==> config.mk <==
export PLATFORM = sky130hd
export DESIGN_NAME = rand_dispatch
export DESIGN_NICKNAME = d
export VERILOG_FILES = /design/src/rtl/rand_dispatch.sv
export SDC_FILE = /design/constraint.sdc
export NUM_CORES = 1
export LEC_CHECK = 0
export ABC_AREA = 0
export BUFFER_PORTS_ARGS = -buffer_cell sky130_fd_sc_hd__buf_2
export CORE_ASPECT_RATIO = 0.9
export CORE_MARGIN = 4
export CORE_UTILIZATION = 25
export CTS_CLUSTER_DIAMETER = 120
export CTS_CLUSTER_SIZE = 24
export DETAILED_ROUTE_END_ITERATION = 8
export GPL_TIMING_DRIVEN = 0
export HOLD_SLACK_MARGIN = 0.05
export PLACE_DENSITY_LB_ADDON = 0.3
export SYNTH_ARGS = -nofsm -noshare
export SYNTH_HDL_FRONTEND = slang
export SYNTH_SLANG_ARGS = --single-unit
==> constraint.sdc <==
create_clock -name i_clk -period 1.75 [get_ports i_clk]
set_input_delay 0.175 -clock i_clk [delete_from_list [all_inputs] [get_ports i_clk]]
set_output_delay 0.175 -clock i_clk [all_outputs]
set_load 0.05 [all_outputs]
==> src/rtl/rand_dispatch.sv <==
// rand_dispatch: round-robin sharing of one 16-bit LFSR among N_REQ requesters.
// Sequences generator seeding and enforces refill spacing between grants.
module rand_dispatch #(
    parameter int unsigned N_REQ        = 4,
    parameter int unsigned SPACING      = 16,
    parameter logic [15:0] DEFAULT_SEED = 16'h0000
) (
    input  logic             i_clk,
    input  logic             i_rst,
    input  logic [N_REQ-1:0] i_req,
    input  logic             i_reseed,
    input  logic [15:0]      i_seed,
    input  logic [15:0]      i_rng_value,
    output logic             o_rng_rst,
    output logic [15:0]      o_rng_seed,
    output logic [N_REQ-1:0] o_ack,
    output logic [15:0]      o_data,
    output logic             o_ready
);

    localparam int PW = $clog2(N_REQ);
    localparam int CW = $clog2(SPACING + 1);
    localparam int NR = int'(N_REQ);
    localparam logic [CW-1:0] CNT_LOAD = CW'(SPACING - 1);
    localparam logic [PW-1:0] PTR_LAST = PW'(N_REQ - 1);

    typedef enum logic [1:0] {
        S_SEED,
        S_FILL,
        S_READY,
        S_GRANT
    } state_t;

    state_t           state_q, state_d;
    logic [CW-1:0]    cnt_q, cnt_d;
    logic [PW-1:0]    ptr_q, ptr_d;
    logic [15:0]      seed_q, seed_d;
    logic [N_REQ-1:0] ack_q, ack_d;
    logic [15:0]      data_q, data_d;

    logic             found;
    logic [PW-1:0]    pick;
    logic [PW-1:0]    cand;
    logic [PW-1:0]    ptr_next;
    int               rr_idx;

    // Round-robin search: first requester at or above ptr, wrapping to 0.
    always_comb begin
        found  = 1'b0;
        pick   = '0;
        cand   = '0;
        rr_idx = 0;
        for (int i = 0; i < NR; i++) begin
            rr_idx = int'(ptr_q) + i;
            if (rr_idx >= NR) rr_idx = rr_idx - NR;
            cand = PW'(rr_idx);
            if (!found && i_req[cand]) begin
                found = 1'b1;
                pick  = cand;
            end
        end
        ptr_next = (pick == PTR_LAST) ? '0 : pick + 1'b1;
    end

    // Next-state logic; a reseed overrides any transition or grant.
    always_comb begin
        state_d = state_q;
        cnt_d   = cnt_q;
        ptr_d   = ptr_q;
        seed_d  = seed_q;
        ack_d   = '0;
        data_d  = '0;
        unique case (state_q)
            S_SEED: begin
                state_d = S_FILL;
                cnt_d   = CNT_LOAD;
            end
            S_FILL: begin
                if (cnt_q == '0) state_d = S_READY;
                else             cnt_d   = cnt_q - 1'b1;
            end
            S_READY: begin
                if (found) begin
                    ack_d[pick] = 1'b1;
                    data_d      = i_rng_value;
                    ptr_d       = ptr_next;
                    state_d     = S_GRANT;
                end
            end
            S_GRANT: begin
                state_d = S_FILL;
                cnt_d   = CNT_LOAD;
            end
            default: state_d = S_SEED;
        endcase
        if (i_reseed) begin
            seed_d  = i_seed;
            state_d = S_SEED;
            ack_d   = '0;
            data_d  = '0;
            ptr_d   = ptr_q;
        end
    end

    // State and registered outputs with synchronous reset.
    always_ff @(posedge i_clk) begin
        if (i_rst) begin
            state_q <= S_SEED;
            cnt_q   <= '0;
            ptr_q   <= '0;
            seed_q  <= DEFAULT_SEED;
            ack_q   <= '0;
            data_q  <= '0;
        end else begin
            state_q <= state_d;
            cnt_q   <= cnt_d;
            ptr_q   <= ptr_d;
            seed_q  <= seed_d;
            ack_q   <= ack_d;
            data_q  <= data_d;
        end
    end

    assign o_rng_rst  = i_rst | (state_q == S_SEED);
    assign o_rng_seed = seed_q;
    assign o_ack      = ack_q;
    assign o_data     = data_q;
    assign o_ready    = (state_q == S_READY);

endmodule
==> impl_metrics.json, run 1 <==
{
  "drive_gt1_share_pct": 43.58,
  "p_total_w": 0.002020,
  "layout.nets": 304,
  "internal_power_w": 0.001450,
  "cts_tree": "done",
  "seq_area_frac_synth_pct": 51.10,
  "start_kind": "flop",
  "ant_nets": 0,
  "min_to": "o_data[8]$_SDFF_PP0_",
  "seqPwrFrac_pct": 53.6,
  "switching_share_pct": 28.23,
  "coreArea_sq_mm": 0.006726,
  "fp-row-count": 28,
  "slowest_stage": "dfxtp_1",
  "dieArea_sq_mm": 0.008461,
  "cpPeakStageDelay_ns": 0.43,
  "comb_power_share_pct": 15.5,
  "worstPathBufferInverterCount": 0,
  "start_util_pct": 26.21,
  "async_flop_share_pct": 0,
  "leakagePower_nw": 1.161,
  "fmax_mhz": 640.1,
  "synth.distinct_cells": 27,
  "synth_top_cell_area_share_pct": 51.10,
  "holdPathStages": 2,
  "place.gp.congestion": 0.7597,
  "tightest_slew_ns": 0.6304,
  "synth_ff_type": "dfxtp_1",
  "required_ns": 1.92,
  "finalHoldViolations": 0,
  "r2r_end": "ptr_q[1]$_SDFFE_PP0P_",
  "clockRootBuffer": "clkbuf_8",
  "netlist_top_cells_count": "dfxtp_1, nor2_1, mux2i_1, and2_2, inv_1",
  "ys_warn_count": 0,
  "die_w_microns": 96.52,
  "crit_path_cell_trace": "nand2b_1, a21oi_1, nor4_4, ha_1, mux2i_1, nor2_1",
  "pwr-share-clk_pct": 30.9,
  "drc": 0,
  "drt_iter0_drc": 42,
  "io_pins": 77,
  "crit_family": "simple AND/OR/NAND/NOR gates",
  "netlist_top_cells_area": "dfxtp_1, mux2i_1, and2_2, ha_1, nor2_1",
  "switchingPower_w": 0.0005703,
  "cts_buffer_depth": 2,
  "gr-usage-all-layers_pct": 9.556,
  "vias": 1420,
  "r2r_slack_ns": 0.19,
  "final.setup_skew_ns": 0.01216,
  "syn_area_sq_mm": 0.001763,
  "r2r_start": "ptr_q[1]$_SDFFE_PP0P_",
  "vdd_drop_max_mv": 0.3794,
  "grt_pass1_vias": 1390,
  "cap_violations": 0,
  "via_per_inst": 4.092,
  "antenna_found_initial": 0,
  "clkSinkCount": 45,
  "worst_hold_path_type": "primary input to flop",
  "synth_edf_count": 0,
  "ys_seq_elements": 45,
  "yosysTopAreaCell": "dfxtp_1",
  "status": "finished clean",
  "wl_per_cell_microns": 11.00,
  "port-buffer-count": 75,
  "maxSlewViolCount": 0,
  "rsz0062_at_grt": "false",
  "grt_pass1_wl_microns": 6285,
  "cts_buffers": 5,
  "cp_data_arrival_time_ns": 1.73,
  "setup_slack_ns": 0.1878,
  "cts.clk_slew.worst_paths_ns": 0.09,
  "grt_overflow": 0,
  "post-route-period-util_pct": 89.27,
  "cts_hold_buf": 0,
  "synthCells": 175,
  "drtPass1Iterations": 4,
  "h-tree-depth": 2,
  "fin_crit_ns": 1.562,
  "synthesis.nets": 222,
  "r2r_cells": 6,
  "grt_max_degree": 15,
  "antennaDiodeCount": 0,
  "syn_to_final_growth_pct": 34.71,
  "syn_area_per_cell_sq_um": 10.07,
  "worstSetupPathType": "flop to flop",
  "wl_microns": 3817,
  "fp.dieH_microns": 87.67,
  "critPathMaxFanout": 6,
  "dp_hpwl_microns": 2892,
  "insertion_delay_ns": 0.29,
  "place_ws_ns": -0.06898,
  "worst_setup_path_end_kind": "flop",
  "crit_start": "ptr_q[1]$_SDFFE_PP0P_",
  "powerDensity_mw_per_mm2": 850.6,
  "setup_viol": 0,
  "maxSlewHeadroom_pct": 57.62,
  "hp-start": "i_rng_value[8]",
  "synth.most_common_cell": "dfxtp_1"
}
[area by class of cell]
type                       instances  area (sq um)
buffer                             8         35.03
multi-input combinational        112         830.8
fill                             732          4352
clock buffer                       5         68.82
tap                               90         112.6
inverter                          10         37.54
clock inverter                     2         13.76
sequential                        45         900.9
timing repair buffer              75         375.4
[power by group through the flow]
stage	clock network, W	logic [W]	registers [W]
5_1_grt	0.000711	0.000346	0.00109
3_5_place_dp	0	0.000309	0.00110
3_3_place_gp	0	0.000305	0.00110
6_report	0.000624	0.000313	0.00108
2_1_floorplan	0	0.000129	0.00119
4_1_cts	0.000660	0.000311	0.00108
[routing by layer]
metal  GRT usage (%)  share of wire (%)
met1           12.15                 45
met2           14.41                 44
met3           3.866                9.4
met4           3.822                1.4
met5               0                  0
[registers in the layout, indices dropped and copies added (netlist names)]
signal and flops:
o_rng_seed 16, state_q 2, ptr_q 2, o_data 16, o_ack 4, cnt_q 5
[cell usage in the layout (no fill, tap or decap), types with 2 or more instances in the layout]
master / synthesis / layout
clkbuf_2: 0 / 2
clkbuf_1: 5 / 3
clkbuf_8: 0 / 5
buf_2: 2 / 77
inv_1: 10 / 10
nand2_1: 6 / 6
a21oi_1: 7 / 7
nor4_2: 0 / 2
nor2_1: 23 / 23
nand2b_1: 3 / 3
dfxtp_1: 45 / 45
a211oi_1: 3 / 3
ha_1: 8 / 7
o21ai_0: 2 / 2
nor3_1: 6 / 6
and2_1: 5 / 5
and2_2: 16 / 16
mux2i_1: 20 / 20
[cells by family (layout without fill, tap and decap cells)]
| kind of cell | after synthesis | after routing | share of synthesized area, % |
|---|---|---|---|
| AND/OR/NAND/NOR | 67 | 67 | 21.29 |
| flip-flops | 45 | 45 | 51.10 |
| multiplexers | 21 | 21 | 11.99 |
| buffers and inverters | 18 | 100 | 3.975 |
| AO/OA/AOI/OAI | 15 | 15 | 5.465 |
| adder cells (fa/ha/maj) | 8 | 8 | 5.678 |
| XOR/XNOR | 1 | 1 | 0.4969 |
[through the flow]
stage | instances | setup TNS, ns | cell area, sq um | utilization, % | hold WS, ns
after CTS | 347 | 0 | 2342 | 34.82 | 0.06749
after detailed placement | 340 | -0.06898 | 2253 | 33.50 | 0.3797
after global routing | 347 | 0 | 2375 | 35.31 | 0.06089
after floorplan | 175 | 0 | 1765 | - | 0.2967
after global placement | 340 | -0.1027 | 2253 | 33.50 | 0.3737
final | 347 | 0 | 2375 | 35.31 | 0.07598
[worst max path at each step]
stage	endpoint	slack, ns	cells after the start
after floorplan	o_ack[0]$_SDFF_PP0_	0.17	6
after global placement	ptr_q[1]$_SDFFE_PP0P_	-0.1	6
after detailed placement	ptr_q[1]$_SDFFE_PP0P_	-0.07	6
after CTS	o_ack[3]$_SDFF_PP0_	0.01	6
after global routing	ptr_q[1]$_SDFFE_PP0P_	0.0005	6
final	ptr_q[1]$_SDFFE_PP0P_	0.19	6
[worst reg2reg max path: stages, from the launching register on]
cell	delay, ns
dfxtp_1	0.43
nand2b_1	0.13
a21oi_1	0.11
nor4_4	0.30
ha_1	0.28
mux2i_1	0.14
nor2_1	0.05
[timing repair]
| action | in CTS | in global routing |
|---|---|---|
| resized for setup | 1 | 8 |
| setup endpoints to repair | 3 | 22 |
| endpoints found under the hold margin | 0 | 0 |
| buffers inserted | 0 | 0 |
Power figures use the tool's default switching activity.
==> run 2: changes to the inputs <==
clock period = 2 ns   (was 1.75 ns; I/O delays follow)
==> impl_metrics.json, run 2 (same netlist as run 1, synthesis figures left out) <==
{
  "cpPeakStageDelay_ns": 0.43,
  "slowest_stage": "dfxtp_1",
  "whs_ns": 0.1035,
  "required_ns": 2.17,
  "crit_start": "ptr_q[1]$_SDFFE_PP0P_",
  "wl_per_cell_microns": 10.78,
  "grt_pass1_wl_microns": 6272,
  "placed_area_sq_mm": 0.002251,
  "coreArea_sq_mm": 0.006726,
  "die_w_microns": 96.52,
  "fmax_mhz": 583.9,
  "finalSetupTns_ns": 0,
  "cts_hold_buf": 0,
  "final.setup_skew_ns": 0.001379,
  "ant_nets": 0,
  "via_per_inst": 4.026,
  "start_kind": "flop",
  "tightest_slew_ns": 0.6933,
  "grt_overflow": 0,
  "r2r_start": "ptr_q[1]$_SDFFE_PP0P_",
  "syn_to_final_growth_pct": 34.28,
  "worst_setup_path_end_kind": "flop",
  "antenna_found_initial": 0,
  "antennaDiodeCount": 0,
  "maxSlewViolCount": 0,
  "cts.clk_slew.worst_paths_ns": 0.08,
  "final_cell_mix": "buf_2, dfxtp_1, nor2_1",
  "grt_max_degree": 14,
  "leakagePower_nw": 1.162,
  "final_common_cell": "buf_2",
  "clkSinkCount": 45,
  "worst_hold_path_type": "primary input to flop",
  "cts_tree": "done",
  "drc": 0,
  "place.gp.congestion": 0.7128,
  "fp-row-count": 28,
  "drt_iter0_drc": 38,
  "dp_hpwl_microns": 2856,
  "cts_setup_buffers": 0,
  "insertion_delay_ns": 0.29,
  "ctsResizeCount": 0,
  "fin_crit_ns": 1.713,
  "grt_pass1_vias": 1392,
  "worstSetupPathType": "flop to flop",
  "cts_buffer_depth": 2,
  "io_pins": 77,
  "drive_gt1_share_pct": 41.09,
  "cap_violations": 0,
  "post-route-period-util_pct": 85.64,
  "cp_data_arrival_time_ns": 1.88,
  "setup_viol": 0,
  "crit_path_cell_trace": "mux2i_1, nor2_1, nor4_1, ha_1, mux2i_1, nor2_1",
  "vias": 1401,
  "vdd_drop_max_mv": 0.3191,
  "status": "finished clean",
  "dieArea_sq_mm": 0.008461,
  "port-buffer-count": 75,
  "wl_microns": 3751,
  "fin_area_sq_mm": 0.002367,
  "cts_buffers": 5,
  "fp.dieH_microns": 87.67,
  "start_util_pct": 26.21,
  "powerDensity_mw_per_mm2": 810.0,
  "gr-usage-all-layers_pct": 9.406,
  "hp-start": "i_rng_value[15]",
  "rsz0062_at_grt": "false",
  "drtPass1Iterations": 4,
  "critPathMaxFanout": 6,
  "h-tree-depth": 2,
  "layout.nets": 304,
  "finalHoldViolations": 0,
  "maxSlewHeadroom_pct": 53.35,
  "clockRootBuffer": "clkbuf_8"
}
==> run 2: cell types whose count changed in the layout (fill, tap and decap cells not counted), moves of 2 or more <==
cell and change:
nor4_2 -2, clkbuf_1 +3, nor4_1 +3, clkbuf_2 -2
==> run 2: power by group <==
group / internal [W] / leakage [nW] / switching (W)
clock: 0.000407 / 0.0585 / 0.000298
sequential: 0.000927 / 0.368 / 0.0000193
combinational: 0.0000962 / 0.736 / 0.000170
total: 0.00143 / 1.16 / 0.000487
==> run 2: worst paths after layout <==
path | to | slack, ns | cells past startpoint
hold reg to reg | cnt_q[4]$_SDFFE_PP0P_ | 0.48 | 2
setup reg to reg | ptr_q[1]$_SDFFE_PP0P_ | 0.29 | 6
setup / recovery | ptr_q[1]$_SDFFE_PP0P_ | 0.29 | 6
hold / removal | o_data[15]$_SDFF_PP0_ | 0.10 | 2
==> run 2: worst max-delay path: cells and delay by family (launching register included) <==
kind	cells	cell delay [ns]
adder cells (fa/ha/maj)	1	0.32
flip-flops	1	0.43
multiplexers	2	0.34
AND/OR/NAND/NOR	3	0.51
==> run 2: layout make-up <==
type | count | area, sq um
buffer | 8 | 32.53
clock buffer | 7 | 86.33
clock inverter | 1 | 30.03
fill | 714 | 4359
inverter | 10 | 37.54
multi-input combinational | 112 | 792.0
sequential | 45 | 900.9
tap | 90 | 112.6
timing repair buffer | 75 | 375.4
==> run 2: per-layer routing <==
layer | track usage (%) | share of wire (%)
met1 | 11.45 | 46
met2 | 14.66 | 43
met3 | 4.467 | 9.8
met4 | 3.057 | 1.4
met5 | 0 | 0
==> run 2: through the flow <==
step	std cells	utilization [%]	power [W]	setup slack (ns)
global route	348	35.19	0.002021	0.05126
finish	348	35.19	0.001918	0.2872
detailed placement	340	33.46	0.001236	0.1341
global placement	340	33.46	0.001234	0.1715
floorplan	175	-	0.001151	0.2463
CTS	348	35.19	0.001957	0.2521
